[src/rtl/mult_sequencer_pkg.sv]
`default_nettype none
// +----------------------------------------------------------------------+
// | Module  : mult_sequencer_pkg                                         |
// | Purpose : Constants shared by the multiply sequencer and the         |
// |           controller: the FSM state encoding, the iteration count,   |
// |           the R-type funct codes for MULT/MFHI/MFLO, the             |
// |           regWriteDataSrc codes, and a helper for absolute values.   |
// | Revision: 1.0 - initial release                                      |
// +----------------------------------------------------------------------+
package mult_sequencer_pkg;

  typedef enum logic [1:0] {
    ST_IDLE = 2'd0,
    ST_RUN  = 2'd1,
    ST_DONE = 2'd2
  } mult_state_t;

  localparam int ITER_COUNT = 32;

  // R-type funct field codes decoded by the controller
  localparam logic [5:0] FUNC_MULT = 6'h18;
  localparam logic [5:0] FUNC_MFHI = 6'h10;
  localparam logic [5:0] FUNC_MFLO = 6'h12;

  // regWriteDataSrc mux codes fed directly by lo/hi
  localparam logic [1:0] REGSRC_LO = 2'b01;
  localparam logic [1:0] REGSRC_HI = 2'b10;

  // Magnitude of a two's-complement word; 0x80000000 maps to itself,
  // which is the correct unsigned magnitude 2^31.
  function automatic logic [31:0] abs32(input logic [31:0] v);
    return v[31] ? (~v + 32'd1) : v;
  endfunction

endpackage
`default_nettype wire

[src/rtl/mult_datapath.sv]
`default_nettype none
// +----------------------------------------------------------------------+
// | Module  : mult_datapath                                              |
// | Purpose : Operand registers, 64-bit accumulator and the 33-bit       |
// |           shift-add adder of the radix-2 multiplier.                 |
// | Ports   : clk, rst      - clock, async active-high reset             |
// |           load          - latch operands, clear accumulator          |
// |           step          - perform one shift-add iteration            |
// |           mcand_in[31:0]- multiplicand to latch                      |
// |           mplr_in[31:0] - multiplier to latch                        |
// |           acc_next[63:0]- accumulator value after the current step   |
// | Revision: 1.0 - initial release                                      |
// +----------------------------------------------------------------------+
module mult_datapath
  import mult_sequencer_pkg::*;
(
  input  logic        clk,
  input  logic        rst,
  input  logic        load,
  input  logic        step,
  input  logic [31:0] mcand_in,
  input  logic [31:0] mplr_in,
  output logic [63:0] acc_next
);

  logic [31:0] mcand;
  logic [31:0] mplr;
  logic [63:0] acc;
  logic [32:0] upper_sum;

  // Adding into the upper half with a 33rd bit keeps the carry, which
  // the right shift then moves back into bit 63.
  always_comb begin
    upper_sum = {1'b0, acc[63:32]} + {1'b0, (mplr[0] ? mcand : 32'd0)};
    acc_next  = {upper_sum, acc[31:1]};
  end

  always_ff @(posedge clk or posedge rst) begin
    if (rst) begin
      mcand <= '0;
      mplr  <= '0;
      acc   <= '0;
    end else if (load) begin
      mcand <= mcand_in;
      mplr  <= mplr_in;
      acc   <= '0;
    end else if (step) begin
      acc  <= acc_next;
      mplr <= {1'b0, mplr[31:1]};
    end
  end

endmodule
`default_nettype wire

[src/rtl/mult_sequencer.sv]
`default_nettype none
// +----------------------------------------------------------------------+
// | Module  : mult_sequencer                                             |
// | Purpose : Multi-cycle 32x32->64 multiply unit with HI/LO registers   |
// |           and pipeline stall generation. 32 shift-add iterations;    |
// |           hi/lo valid after start edge N+32, done pulses one cycle.  |
// | Ports   : clk, rst       - clock, async active-high reset            |
// |           multLoad       - start request for a decoded MULT          |
// |           opA, opB[31:0] - multiplicand / multiplier                 |
// |           mfReq          - MFHI/MFLO decoded this cycle              |
// |           hi, lo[31:0]   - registered product words                  |
// |           busy           - multiply in progress (state RUN)          |
// |           done           - one-cycle pulse after hi/lo update        |
// |           stall          - pipeline hold request                     |
// | Config  : MULT_SIGNED_EN - when defined, signed (two's-complement)   |
// |           multiply; otherwise unsigned with no sign logic.           |
// | Revision: 1.0 - initial release                                      |
// +----------------------------------------------------------------------+
module mult_sequencer
  import mult_sequencer_pkg::*;
(
  input  logic        clk,
  input  logic        rst,
  input  logic        multLoad,
  input  logic [31:0] opA,
  input  logic [31:0] opB,
  input  logic        mfReq,
  output logic [31:0] hi,
  output logic [31:0] lo,
  output logic        busy,
  output logic        done,
  output logic        stall
);

  mult_state_t state;
  mult_state_t state_next;
  logic [4:0]  cnt;
  logic        start;
  logic        last_iter;
  logic [31:0] a_mag;
  logic [31:0] b_mag;
  logic [63:0] acc_next;
  logic [63:0] product;

  assign start     = (state == ST_IDLE) && multLoad;
  assign last_iter = (state == ST_RUN) && (cnt == 5'(ITER_COUNT - 1));

`ifdef MULT_SIGNED_EN
  logic sign;

  assign a_mag = abs32(opA);
  assign b_mag = abs32(opB);

  always_ff @(posedge clk or posedge rst) begin
    if (rst) begin
      sign <= 1'b0;
    end else if (start) begin
      sign <= opA[31] ^ opB[31];
    end
  end

  // Negation happens on the same edge as the final step, so signed mode
  // adds no latency.
  assign product = sign ? (~acc_next + 64'd1) : acc_next;
`else
  assign a_mag   = opA;
  assign b_mag   = opB;
  assign product = acc_next;
`endif

  mult_datapath u_datapath (
    .clk      (clk),
    .rst      (rst),
    .load     (start),
    .step     (state == ST_RUN),
    .mcand_in (a_mag),
    .mplr_in  (b_mag),
    .acc_next (acc_next)
  );

  always_ff @(posedge clk or posedge rst) begin
    if (rst) begin
      state <= ST_IDLE;
    end else begin
      state <= state_next;
    end
  end

  always_comb begin
    state_next = state;
    busy       = 1'b0;
    done       = 1'b0;
    case (state)
      ST_IDLE: if (multLoad) state_next = ST_RUN;
      ST_RUN: begin
        busy = 1'b1;
        if (last_iter) state_next = ST_DONE;
      end
      ST_DONE: begin
        done       = 1'b1;
        state_next = ST_IDLE;
      end
      default: state_next = ST_IDLE;
    endcase
    stall = busy & (mfReq | multLoad);
  end

  always_ff @(posedge clk or posedge rst) begin
    if (rst) begin
      cnt <= '0;
      hi  <= '0;
      lo  <= '0;
    end else begin
      if (start) begin
        cnt <= '0;
      end else if (state == ST_RUN) begin
        cnt <= cnt + 5'd1;
      end
      if (last_iter) begin
        hi <= product[63:32];
        lo <= product[31:0];
      end
    end
  end

endmodule
`default_nettype wire
[config.mk]
export PLATFORM = sky130hd
export DESIGN_NAME = mult_sequencer
export DESIGN_NICKNAME = d
export VERILOG_FILES = /design/src/rtl/mult_sequencer_pkg.sv /design/src/rtl/mult_datapath.sv /design/src/rtl/mult_sequencer.sv
export SDC_FILE = /design/constraint.sdc
export NUM_CORES = 1
export LEC_CHECK = 0
export ABC_AREA = 1
export BUFFER_PORTS_ARGS = -buffer_cell sky130_fd_sc_hd__buf_4
export CELL_PAD_IN_SITES_DETAIL_PLACEMENT = 0
export CELL_PAD_IN_SITES_GLOBAL_PLACEMENT = 1
export CORE_MARGIN = 5
export CORE_UTILIZATION = 35
export CTS_CLUSTER_DIAMETER = 120
export CTS_CLUSTER_SIZE = 12
export DETAILED_ROUTE_END_ITERATION = 7
export GPL_ROUTABILITY_DRIVEN = 0
export PLACE_DENSITY_LB_ADDON = 0.1
export SKIP_CTS_REPAIR_TIMING = 1
export SLEW_MARGIN = 10
export SYNTH_ARGS = -nofsm -noshare
export SYNTH_HDL_FRONTEND = slang
export SYNTH_SLANG_ARGS = --single-unit
[constraint.sdc]
create_clock -name clk -period 5.2 [get_ports clk]
set_input_delay 0 -clock clk [delete_from_list [all_inputs] [get_ports clk]]
set_output_delay 0 -clock clk [all_outputs]
set_load 0.005 [all_outputs]
==> impl_metrics.ini <==
[timing]
layout_min_cycle_time_ns = 2.89
post-route-period-util = 0.557
setup_viol = 0
rsz0062_at_grt = false
hold_viol = 0
fmaxAchievable_ghz = 0.346
clock-skew-final_ns = 0.0176
worst_slew_pin_slew_ns = 1.06
slew_headroom = 0.291
fin_setup_tns_ns = 0
final-max-slew-violation-count = 0

[power]
power.share.combinational = 0.478
power.share.clock = 0.176
p_seq_frac = 0.346
power.net_switching_mw = 3.44
internal_power_mw = 4.42
power.density_nw_per_um2 = 616
total_leakage_power_nw = 6.91
switching_share = 0.438
ir_worst_vdd_mv = 0.278

[placement]
hpwl_microns = 20000
port_buffers = 134

[logic_synthesis]
ys_seq_area_frac = 0.488
mean_area_per_synthesized_cell_sq_um = 7.62
netlist_instances = 1333
synth.area.top_cells = sky130_fd_sc_hd__dfrtp_1, sky130_fd_sc_hd__nand2_1, sky130_fd_sc_hd__inv_1
syn_nets = 1436
postSynthRegisterBits = 198
synth_area_sq_um = 10200
proportion_of_netlist_area_held_by_the_largest_area_contributor = 0.488
synth_area_leader_cell = sky130_fd_sc_hd__dfrtp_1
netlist-cell-type-count = 38
synthesis.yosys.warnings = 0

[grt]
grt_pass1_wl_microns = 46000
gr-usage-all-layers = 0.174
gr-total-overflow = 0
maximum_number_of_pins_on_one_net_before_global_route_repair = 156
antenna_found_initial = 0
first_global_vias = 8484

[drt]
wl_microns = 28400
vias = 8659
drt-wirelength-per-cell_microns = 14.9
final_antenna_net_count = 0
drc_errors = 0
detailedRoute.firstIterationViolations = 464
drt-pass1-iter-count = 5
viasPerCell = 4.54

[setup_path]
crit_arrival_ns = 3.17
endpoint_kind = flip-flop
r2r.worst_path.cells = 10
worstSetupStartpointType = flip-flop
worst-endpoint-required_ns = 5.47
critical_path.max_fanout = 20
critical_path_class = reg -> reg

[finish]
multiInputGateArea_sq_um = 4170
antenna-diode-count = 0
final_nets = 1614
drive_gt1_frac = 0.124
final-seq-area_sq_um = 4950
fillCellCount = 3001
final_core_utilization = 0.445
area_growth_syn_to_layout_pct = 25.6

[floorplan]
start_util = 0.354
die_height_microns = 180
fp.dieArea_sq_um = 32500
floorplan.die.width_microns = 180
fp-row-count = 62
io_pins = 135
area_of_the_core_region_sq_um = 28700

[clock_tree]
cts.reportedPaths.clkPinSlew_ns = 0.09
cts-buffers-inserted = 17
cts_htree_levels = 4
cts_tree = yes
clock-root-buffer = sky130_fd_sc_hd__clkbuf_16
cts.sink_count = 198
clkLatencyLatePin_ns = 0.45
clock_tree.buffer_depth = 2

[hold_path]
hold-path-cell-count = 4
timing.hold.worst.class = in -> reg

[run]
cap_viol_max_count = 0

[outcome]
run_status = completed
-- worst paths after layout --
check                                           from                   end  slack (ns)
worst max register to register    u_datapath.mplr[0]                 hi[7]        2.31
worst max-delay path              u_datapath.mplr[0]                 hi[7]        2.31
max in group asynchronous                        rst  u_datapath.mcand[28]        3.69
min in group asynchronous                        rst                 hi[6]        0.30
worst min register to register  u_datapath.mcand[30]  u_datapath.mcand[30]        0.48
worst min-delay path                         opB[15]   u_datapath.mplr[15]        0.29
-- per-stage QoR --
step,instance area (sq um),total power [mW],hold slack [ns],std cells,setup WS (ns)
finish,12800,7.86,0.294,1908,2.31
global route,12800,8.63,0.291,1908,2.05
CTS,12100,7.96,-0.267,1843,2.24
detailed placement,11500,6.53,0.208,1811,2.26
global placement,11500,6.50,0.202,1811,2.33
floorplan,10200,5.20,0.117,1333,2.64
-- area by class of cell --
type	count	area share
multi-input combinational	873	0.327
sequential	198	0.388
clock buffer	17	0.0333
inverter	215	0.0637
tap	384	0.0377
timing repair buffer	206	0.135
clock inverter	15	0.0155
-- flip-flops by register name (all words and copies together), names as in the netlist --
name              cells
u_datapath.acc       63
hi                   32
lo                   32
u_datapath.mcand     32
u_datapath.mplr      32
cnt                   5
state                 2
-- power by group through the flow --
stage | Sequential [mW] | Combinational, mW | Clock, mW
floorplan | 2.62 | 2.57 | 0
finish | 2.72 | 3.76 | 1.39
global placement | 2.75 | 3.74 | 0
global route | 2.81 | 4.32 | 1.49
detailed placement | 2.76 | 3.78 | 0
CTS | 2.73 | 3.79 | 1.43
-- routing by layer --
metal	global-route usage	vias up	routed length, microns
met5	0	-	0
met4	0.0381	0	329
met3	0.0337	23	892
met2	0.281	126	13300
met1	0.245	4030	14000
li1	-	4480	-
-- synth_stat cells --
library cell               count
sky130_fd_sc_hd__a21o_1        1
sky130_fd_sc_hd__a21oi_1      20
sky130_fd_sc_hd__a22o_1        2
sky130_fd_sc_hd__a22oi_1       4
sky130_fd_sc_hd__a32o_1        1
sky130_fd_sc_hd__and2_1        3
sky130_fd_sc_hd__buf_1         1
sky130_fd_sc_hd__buf_2        20
sky130_fd_sc_hd__buf_4         4
sky130_fd_sc_hd__buf_6         2
sky130_fd_sc_hd__clkbuf_1     20
sky130_fd_sc_hd__dfrtp_1     198
sky130_fd_sc_hd__fa_1          1
sky130_fd_sc_hd__ha_1         34
sky130_fd_sc_hd__inv_1       211
sky130_fd_sc_hd__inv_2         3
sky130_fd_sc_hd__inv_4         1
sky130_fd_sc_hd__nand2_1     545
sky130_fd_sc_hd__nand2_2       3
sky130_fd_sc_hd__nand2_4       1
sky130_fd_sc_hd__nand3_1      54
sky130_fd_sc_hd__nand3_2       1
sky130_fd_sc_hd__nand3b_1      4
sky130_fd_sc_hd__nand4_1       2
sky130_fd_sc_hd__nor2_1       49
sky130_fd_sc_hd__nor2_2        3
sky130_fd_sc_hd__nor3_1        5
sky130_fd_sc_hd__nor3_4        1
sky130_fd_sc_hd__o211ai_1     12
sky130_fd_sc_hd__o21ai_0      52
sky130_fd_sc_hd__o21ai_1      11
sky130_fd_sc_hd__o21ai_2       1
sky130_fd_sc_hd__o21bai_1      1
sky130_fd_sc_hd__o21bai_2      1
sky130_fd_sc_hd__o221ai_1     16
sky130_fd_sc_hd__o22ai_1      31
sky130_fd_sc_hd__xnor2_1      10
sky130_fd_sc_hd__xor2_1        4
-- worst max-delay path, stage by stage (launching register included) --
cell,delay (ns)
sky130_fd_sc_hd__dfrtp_1,0.55
sky130_fd_sc_hd__buf_4,0.30
sky130_fd_sc_hd__nand2_1,0.09
sky130_fd_sc_hd__inv_1,0.04
sky130_fd_sc_hd__ha_1,0.22
sky130_fd_sc_hd__fa_1,0.44
sky130_fd_sc_hd__nand3_1,0.11
sky130_fd_sc_hd__nand3_1,0.16
sky130_fd_sc_hd__a21oi_1,0.46
sky130_fd_sc_hd__xor2_1,0.25
sky130_fd_sc_hd__o21ai_0,0.10
-- cell families after synthesis --
group                    after synthesis  share of synthesized area
XOR/XNOR                              14                     0.0121
flip-flops                           198                      0.488
buffers and inverters                262                      0.102
AO/OA/AOI/OAI                        153                     0.0918
AND/OR/NAND/NOR                      671                      0.262
adder cells (fa/ha/maj)               35                     0.0439
-- placed cells by master, fill, tap and decap left out, types with 11 or more instances in the layout --
cell type and instances:
sky130_fd_sc_hd__nor2_1 49, sky130_fd_sc_hd__o221ai_1 16, sky130_fd_sc_hd__buf_4 140, sky130_fd_sc_hd__o22ai_1 31
sky130_fd_sc_hd__ha_1 34, sky130_fd_sc_hd__nand2_1 545, sky130_fd_sc_hd__dfrtp_1 198, sky130_fd_sc_hd__nand3_1 54
sky130_fd_sc_hd__a21oi_1 20, sky130_fd_sc_hd__o21ai_0 52, sky130_fd_sc_hd__o211ai_1 12, sky130_fd_sc_hd__clkbuf_16 17
sky130_fd_sc_hd__inv_1 210, sky130_fd_sc_hd__dlygate4sd3_1 65, sky130_fd_sc_hd__o21ai_1 11
Power figures use the tool's default switching activity.
